--- config.mk ---
export PLATFORM = sky130hd
export DESIGN_NAME = spi_xfer_ctrl
export DESIGN_NICKNAME = d
export VERILOG_FILES = /design/src/rtl/spi_xfer_ctrl.sv
export SDC_FILE = /design/constraint.sdc
export NUM_CORES = 1
export LEC_CHECK = 0
export CAP_MARGIN = 40
export CORE_MARGIN = 2
export CORE_UTILIZATION = 45
export DETAILED_ROUTE_END_ITERATION = 12
export HOLD_SLACK_MARGIN = 0.12
export PLACE_DENSITY = 0.78
export SLEW_MARGIN = 20
export SYNTH_ARGS = -nofsm -noshare
export SYNTH_HDL_FRONTEND = slang
export SYNTH_SLANG_ARGS = --single-unit
export TNS_END_PERCENT = 1
--- constraint.sdc ---
create_clock -name clk -period 4.2 [get_ports clk]
set_input_delay 0.84 -clock clk [delete_from_list [all_inputs] [get_ports clk]]
set_output_delay 0.84 -clock clk [all_outputs]
set_load 0.02 [all_outputs]
--- src/rtl/spi_xfer_ctrl.sv ---
// SPI master transfer controller: sequences slave select, SCLK and the
// load/shift/sample strobes for one DATA_W-bit frame, with optional back-to-back frames.
module spi_xfer_ctrl #(
  parameter int DATA_W = 16,
  parameter int NSS    = 4,
  parameter int DIV_W  = 8,
  localparam int SEL_W = (NSS > 1) ? $clog2(NSS) : 1
) (
  input  logic             clk,
  input  logic             nrst,
  input  logic             send,
  input  logic             keep_ss,
  input  logic             cpol,
  input  logic             cpha,
  input  logic [DIV_W-1:0] div,
  input  logic [SEL_W-1:0] ss_sel,
  output logic             sclk,
  output logic [NSS-1:0]   ss_n,
  output logic             load,
  output logic             shift_en,
  output logic             sample_en,
  output logic             busy,
  output logic             done
);

  localparam int EDGES = 2 * DATA_W;
  localparam int EC_W  = $clog2(EDGES + 1);

  typedef enum logic [2:0] {IDLE, LOAD, LEAD, XFER, TRAIL, DONE} state_t;

  state_t           state, state_n;
  logic [DIV_W-1:0] hcnt, hcnt_n, div_q;
  logic [EC_W-1:0]  ecnt, ecnt_n;
  logic             cpol_q, cpha_q;
  logic             term, edge_n, samp_n, shift_n;

  function automatic logic [NSS-1:0] sel_dec(input logic [SEL_W-1:0] s);
    sel_dec = '1;
    for (int unsigned i = 0; i < NSS; i++)
      if (s == SEL_W'(i)) sel_dec[i] = 1'b0;
  endfunction

  assign term = (hcnt == div_q);

  always_comb begin
    state_n = state;
    hcnt_n  = '0;
    ecnt_n  = ecnt;
    case (state)
      IDLE: begin
        ecnt_n = '0;
        if (send) state_n = LOAD;
      end
      LOAD: begin
        ecnt_n  = '0;
        state_n = LEAD;
      end
      LEAD: begin
        if (term) state_n = XFER;
        else      hcnt_n  = hcnt + 1'b1;
      end
      XFER: begin
        if (term) begin
          ecnt_n = ecnt + 1'b1;
          if (ecnt == EC_W'(EDGES - 1)) state_n = TRAIL;
        end else begin
          hcnt_n = hcnt + 1'b1;
        end
      end
      TRAIL: begin
        if (term) begin
          state_n = DONE;
          ecnt_n  = '0;
        end else begin
          hcnt_n = hcnt + 1'b1;
        end
      end
      DONE: begin
        ecnt_n  = '0;
        state_n = (send && keep_ss) ? LOAD : IDLE;
      end
      default: begin
        ecnt_n  = '0;
        state_n = IDLE;
      end
    endcase
  end

  // Strobes are registered, so they are decoded from the next-cycle state:
  // the next cycle ends in SCLK edge number ecnt_n+1 (odd = leading).
  always_comb begin
    edge_n  = (state_n == XFER) && (hcnt_n == div_q);
    samp_n  = edge_n && (ecnt_n[0] == cpha_q);
    shift_n = edge_n && (ecnt_n[0] != cpha_q) &&
              !(cpha_q ? (ecnt_n == '0) : (ecnt_n == EC_W'(EDGES - 1)));
  end

  always_ff @(posedge clk) begin
    if (!nrst) begin
      state     <= IDLE;
      hcnt      <= '0;
      ecnt      <= '0;
      div_q     <= '0;
      cpol_q    <= 1'b0;
      cpha_q    <= 1'b0;
      sclk      <= 1'b0;
      ss_n      <= '1;
      load      <= 1'b0;
      shift_en  <= 1'b0;
      sample_en <= 1'b0;
      busy      <= 1'b0;
      done      <= 1'b0;
    end else begin
      state     <= state_n;
      hcnt      <= hcnt_n;
      ecnt      <= ecnt_n;
      load      <= (state_n == LOAD);
      shift_en  <= shift_n;
      sample_en <= samp_n;
      busy      <= (state_n != IDLE);
      done      <= (state_n == DONE);

      if (state_n == LOAD) begin
        cpol_q <= cpol;
        cpha_q <= cpha;
        div_q  <= div;
        ss_n   <= sel_dec(ss_sel);
      end else if (state_n == IDLE) begin
        ss_n <= '1;
      end

      case (state)
        IDLE:              sclk <= cpol;
        XFER:              sclk <= term ? ~sclk : sclk;
        LOAD, LEAD, TRAIL: sclk <= cpol_q;
        DONE:              sclk <= (state_n == LOAD) ? cpol : cpol_q;
        default:           sclk <= 1'b0;
      endcase
    end
  end

endmodule
==> metrics.yaml, run 1 <==
status: "completed"
data_arrival_time_of_the_critical_path_ns: 3.40
synth.area.mux_share_pct: 5.86
grt_pass1_vias: 1678
mappedNetlistArea_sq_um: 2050
die-width_um: 71.5
clock_skew_ns: 0.00361
area_delta_synth_final_pct: 19.6
slew_headroom_pct: 52.9
timing.fmax_mhz: 310
synth-xor-area-share_pct: 10.1
yosys_warnings: 0
die_h_um: 71.5
timing_worst_setup_path_type: "reg -> reg"
synth_top_family_by_area: "simple AND/OR/NAND/NOR gates"
clock_insertion_delay_worst_skew_ns: 0.29
mostFrequentLayoutCell: "sky130_fd_sc_hd__dfxtp_1"
internal_power_uw: 640
cellPowerDensity_nw_per_um2: 366
synth_enable_flop_cells: 0
sink_count: 37
post_synth_num_cell_types: 51
commonest_cells_after_routing_fill_and_taps_aside: "sky130_fd_sc_hd__dfxtp_1, sky130_fd_sc_hd__nor2_1, sky130_fd_sc_hd__clkdlybuf4s50_1"
setup_viol: 0
ir_drop_v: 0.000213
layout.filler_cells: 387
post_synth.cell_area_avg_sq_um: 8.68
final_max_slew_viol_count: 0
hold-worst-slack_ns: 0.496
initial_utilization_pct: 46.7
synth_simple_gate_area_share_pct: 26.5
detailedPlacementHpwl_um: 3340
grt_setup_unrepaired: "false"
grt_start_max_net_pins: 21
design.die.area_sq_um: 5110
final_layout_size_suffix_gt1_share_pct: 8.08
finalHoldViolations: 0
element_type_at_the_critical_path_end: "register"
post_drt_via_cell_ratio: 5.78
worstMarginPinSlew_ns: 0.705
antenna_left: 0
complex_gate_fraction_of_the_synthesized_area_pct: 15.5
detail_route.first_pass.iterations: 4
portBuffers: 25
grt_antenna_before_repair: 0
count_of_buffers_added_by_post_cts_timing_repair_for_setup: 0
dr_total_vias: 1802
sequential_fraction_of_the_synthesis_area_pct: 36.1
seqPwrFrac_pct: 43.5
cap_viol_max_count: 0
placementRows: 24
grt_pass1_wl_um: 7880
htree_num_levels: 2
finalInstanceArea_sq_um: 2450
detailedPlace.worstSlack_ns: 1.00
synth.ff_latch_count: 37
p_clk_share_pct: 36.4
cts.path.max_buffers: 2
global_route.overflow_total: 0
finish.net_count: 278
core_area_sq_um: 4380
min-delay-path-class: "reg -> reg"
syn_nets: 255
synthFlopType: "sky130_fd_sc_hd__dfxtp_1"
cp.required_ns: 4.37
dpl_cell_area_sq_um: 2330
synthCells: 236
async_flop_share_pct: 0
detailedRoute.firstIterationViolations: 109
drc: 0
ctsRootBufferMaster: "sky130_fd_sc_hd__clkbuf_8"
route.final.wire_length_um: 4610
switchingPower_uw: 256
crit_path_max_fanout: 8
leakagePower_nw: 0.935
post_cts_hold_buffer_count: 0
proportion_of_total_power_due_to_net_switching_pct: 28.5
cts_tree: "done"
cts.repair.resized: 0
cts-buffers-inserted: 5
grt_util_all_layers_pct: 19.3
cp-start-kind: "register"
comb_power_share_pct: 20.1
yosys.area_share.adder_pct: 1.83
clk_pin_slew_worst_paths_ns: 0.08
finalCriticalPeriod_ns: 3.22
insertedDiodeCount: 0
gp_routability_congestion: 0.876
boundaryPins: 26
postLayoutSetupSlackWorst_ns: 0.977
post_drt_wl_per_cell_um: 14.8
setup_total_negative_slack_ns: 0
fin_crit_sh_pct: 76.7
-- final timing paths --
kind | start | to | slack [ns] | cells after the start
setup / recovery | hcnt[0] | shift_en | 0.98 | 11
hold / removal | ss_n[1] | ss_n[1] | 0.50 | 2
setup reg to reg | hcnt[0] | shift_en | 0.98 | 11
hold reg to reg | ss_n[1] | ss_n[1] | 0.50 | 2
-- critical path: stages, from the launching register on --
cell and delay (ns):
sky130_fd_sc_hd__dfxtp_1 0.49, sky130_fd_sc_hd__xor2_1 0.17, sky130_fd_sc_hd__a2111o_1 0.54, sky130_fd_sc_hd__nor2_2 0.19, sky130_fd_sc_hd__inv_2 0.09, sky130_fd_sc_hd__ha_1 0.28, sky130_fd_sc_hd__a211oi_1 0.23, sky130_fd_sc_hd__a21oi_1 0.11
sky130_fd_sc_hd__or2_2 0.29, sky130_fd_sc_hd__or4b_1 0.50, sky130_fd_sc_hd__mux2i_1 0.14, sky130_fd_sc_hd__a211oi_1 0.08
-- logic make-up (layout without fill, tap and decap cells) --
family	after synthesis	in the layout
and+or+nand+nor	104	104
AOI/OAI and AO/OA	42	42
DFF	37	37
xor gates and xnor gates	20	20
buffers and inverters	18	42
muxes	12	12
adders and majority gates	3	3
-- state kept, by name, summed over array words and instances, names as in the netlist, 3 cells and up --
signal and count:
state 3, ecnt 6, ss_n 4, div_q 8, hcnt 8
-- area by class of cell --
class	count	area, sq um	share of cell area, %
Timing Repair Buffer	28	273	11.1
Tap cell	52	65.1	2.65
Inverter	6	22.5	0.919
Clock inverter	2	37.5	1.53
Clock buffer	6	82.6	3.37
Multi-Input combinational cell	181	1230	50.2
Sequential cell	37	741	30.2
-- metal layers --
metal / routed length, um / part of all wire [%] / global-route usage (%)
met4: 119 / 2.6 / 9.01
met1: 2160 / 47 / 26.6
met3: 326 / 7.1 / 3.80
met2: 2000 / 43 / 29.2
met5: 0 / 0 / 0
-- per-stage QoR --
step                      cells  total power [mW]  util [%]
final                       312             0.896      55.9
after global routing        312             0.931      55.9
after CTS                   312             0.902      55.9
after detailed placement    304             0.576      53.2
after global placement      304             0.574      53.2
after floorplan             236             0.521         -
-- cells in the mapped netlist (4+ instances only) --
library cell                n  share of area [%]
sky130_fd_sc_hd__and3_1     4                1.2
sky130_fd_sc_hd__inv_1      5               0.92
sky130_fd_sc_hd__nand3_1   12                2.9
sky130_fd_sc_hd__nor3_1     7                1.7
sky130_fd_sc_hd__xnor2_1    8                3.4
sky130_fd_sc_hd__a21oi_1   11                2.7
sky130_fd_sc_hd__nand2_1   13                2.4
sky130_fd_sc_hd__a211oi_1   7                2.6
sky130_fd_sc_hd__nor2b_1    7                2.1
sky130_fd_sc_hd__o32ai_1    4                1.7
sky130_fd_sc_hd__mux2i_1   12                5.9
sky130_fd_sc_hd__nor2_1    31                5.7
sky130_fd_sc_hd__dfxtp_1   37                 36
sky130_fd_sc_hd__xor2_1    10                4.3
sky130_fd_sc_hd__clkbuf_1   7                1.3
sky130_fd_sc_hd__nand4_1    7                2.1
-- power by group through the flow --
stage | combinational, mW | clock [mW] | sequential (mW)
final | 0.180 | 0.326 | 0.390
after floorplan | 0.128 | 0 | 0.392
after detailed placement | 0.178 | 0 | 0.398
after CTS | 0.179 | 0.333 | 0.390
after global routing | 0.199 | 0.339 | 0.393
after global placement | 0.177 | 0 | 0.398
Note: power is estimated with default switching activity, not from simulation.
==> run 2: changes to the inputs <==
PLACE_DENSITY = 0.81   (was 0.78)
clock period = 2.9 ns   (was 4.2 ns; I/O delays follow)
==> run 2 against run 1 <==
Net effect:
- cell area increased by 5.3%
- global-route usage increased by 0.56 points
- critical path type unchanged
- register-to-register slack got worse by 0.88 ns
- clock skew increased by 0.0059 ns
- wire length increased by 1.2%
- largest power group unchanged
==> metrics.yaml, run 2 (same netlist as run 1, synthesis figures left out) <==
status: "completed"
timing_worst_setup_path_type: "reg -> reg"
grt_setup_unrepaired: "true"
finish.net_count: 290
area_delta_synth_final_pct: 25.9
data_arrival_time_of_the_critical_path_ns: 2.97
cp_cell_sequence: "xor2_4 > a2111o_1 > nor2_2 > inv_2 > ha_4 > a211oi_2 > a21oi_2 > or2_4 > or4b_1 > mux2i_1 > a211oi_1"
clock_skew_ns: 0.00955
whs_endpoint: "ss_n[0]"
critical_path.max_stage_delay_ns: 0.49
initial_utilization_pct: 46.7
post_drt_wl_per_cell_um: 14.4
global_route.overflow_total: 0
ff2ff_setup_slack_ns: 0.1
timing.hold.worst.start: "ss_n[0]"
grt_antenna_before_repair: 0
gp_routability_congestion: 0.868
route.final.wire_length_um: 4670
reg_top3: "div_q: 8 flops, hcnt: 8 flops, ecnt: 6 flops"
fin_crit_sh_pct: 96.6
die_h_um: 71.5
critical_path.top_delay_family: "simple AND/OR/NAND/NOR gates"
dpl_cell_area_sq_um: 2430
ir_drop_v: 0.000320
portBuffers: 25
detailedRoute.firstIterationViolations: 78
placementRows: 24
core_area_sq_um: 4380
antenna_left: 0
grt_util_all_layers_pct: 19.9
dr_total_vias: 1858
clock_insertion_delay_worst_skew_ns: 0.29
rr_startpoint: "div_q[7]"
ctsRootBufferMaster: "sky130_fd_sc_hd__clkbuf_8"
crit_path_max_fanout: 4
detail_route.first_pass.iterations: 4
die-width_um: 71.5
insertedDiodeCount: 0
cp.required_ns: 3.07
final-seq-area_sq_um: 747
finalInstanceArea_sq_um: 2580
mostFrequentLayoutCell: "sky130_fd_sc_hd__dfxtp_1"
multi_input_comb_area_sq_um: 1270
cts-buffers-inserted: 5
drc: 0
grt_pass1_vias: 1777
post_cts_hold_buffer_count: 0
element_type_at_the_critical_path_end: "register"
min-delay-path-class: "reg -> reg"
htree_num_levels: 2
hold-path-cell-count: 2
setup_total_negative_slack_ns: 0
design.die.area_sq_um: 5110
cts.path.max_buffers: 2
post_drt_via_cell_ratio: 5.73
worstMarginPinSlew_ns: 0.661
cts_tree: "done"
clk_pin_slew_worst_paths_ns: 0.07
finalCriticalPeriod_ns: 2.80
setup_viol: 0
cap_viol_max_count: 0
timing.reg2reg.worst_path_depth: 11
finalHoldViolations: 0
final_layout_size_suffix_gt1_share_pct: 14.3
leakagePower_nw: 1.00
worst_r2r_endpoint: "shift_en"
cellPowerDensity_nw_per_um2: 509
grt_pass1_wl_um: 8050
detailedPlacementHpwl_um: 3430
sink_count: 37
slew_headroom_pct: 55.8
crit_slowest_cell: "sky130_fd_sc_hd__or4b_1"
layout.filler_cells: 375
boundaryPins: 26
timing.fmax_mhz: 357
commonest_cells_after_routing_fill_and_taps_aside: "sky130_fd_sc_hd__dfxtp_1, sky130_fd_sc_hd__nor2_1, sky130_fd_sc_hd__clkdlybuf4s50_1"
final_max_slew_viol_count: 0
cp-start-kind: "register"
grt_start_max_net_pins: 20
cp.buffers_inverters: 1
p_total_mw: 1.31
[run 2: cell types whose count changed in the layout (fill, tap and decap cells not counted), sizes merged]
cell and change:
clkinvlp -1, clkinv +1, buf +12
[run 2: worst max path at each step]
stage	cells after the start	slack, ns	startpoint	to
2_1_floorplan	12	0.03	hcnt[5]	shift_en
3_5_place_dp	11	0.09	div_q[0]	shift_en
4_1_cts	11	0.07	div_q[0]	shift_en
3_3_place_gp	11	0.16	div_q[5]	shift_en
5_1_grt	11	-0.06	div_q[7]	shift_en
6_report	11	0.1	div_q[7]	shift_en
[run 2: stage by stage]
| step | util [%] | instances | hold slack (ns) | setup slack (ns) |
|---|---|---|---|---|
| floorplan | - | 236 | 0.498 | 0.0309 |
| global placement | 55.4 | 314 | 0.469 | 0.159 |
| detailed placement | 55.4 | 314 | 0.477 | 0.0857 |
| CTS | 58.0 | 322 | 0.501 | 0.0662 |
| global route | 58.9 | 324 | 0.539 | -0.0635 |
| finish | 58.9 | 324 | 0.500 | 0.0983 |
[run 2: layer usage]
metal  up-vias  track usage, %  wire (um)
met4         0            7.13         76
li1        919               -          -
met1       864            26.7       2170
met2        66            31.1       2120
met5         -               0          0
met3         9            4.92        300
[run 2: timing repair]
item,in CTS,in global routing
setup buffers,0,2
setup endpoints to repair,0,1
resized for setup,0,6
[run 2: worst reg2reg max path, stage by stage, from the launching register on]
cell                       delay (ns)
sky130_fd_sc_hd__dfxtp_4         0.37
sky130_fd_sc_hd__xor2_4          0.20
sky130_fd_sc_hd__a2111o_1        0.43
sky130_fd_sc_hd__nor2_2          0.13
sky130_fd_sc_hd__inv_2           0.07
sky130_fd_sc_hd__ha_4            0.21
sky130_fd_sc_hd__a211oi_2        0.23
sky130_fd_sc_hd__a21oi_2         0.08
sky130_fd_sc_hd__or2_4           0.25
sky130_fd_sc_hd__or4b_1          0.49
sky130_fd_sc_hd__mux2i_1         0.14
sky130_fd_sc_hd__a211oi_1        0.08
[run 2: report_power, final]
part           total, mW  switching [mW]  leakage [nW]  internal, mW
Clock              0.441           0.183        0.0554         0.258
Sequential         0.557          0.0247         0.303         0.532
Combinational      0.315           0.166         0.642         0.148
[run 2: layout make-up]
type | count | share of cell area, %
repair buffers | 40 | 14.1
clock buffers | 6 | 2.81
inverters | 6 | 0.873
well taps | 52 | 2.52
flip-flops and latches | 37 | 28.9
multi-input cells | 181 | 49.3
clock inverters | 2 | 1.50
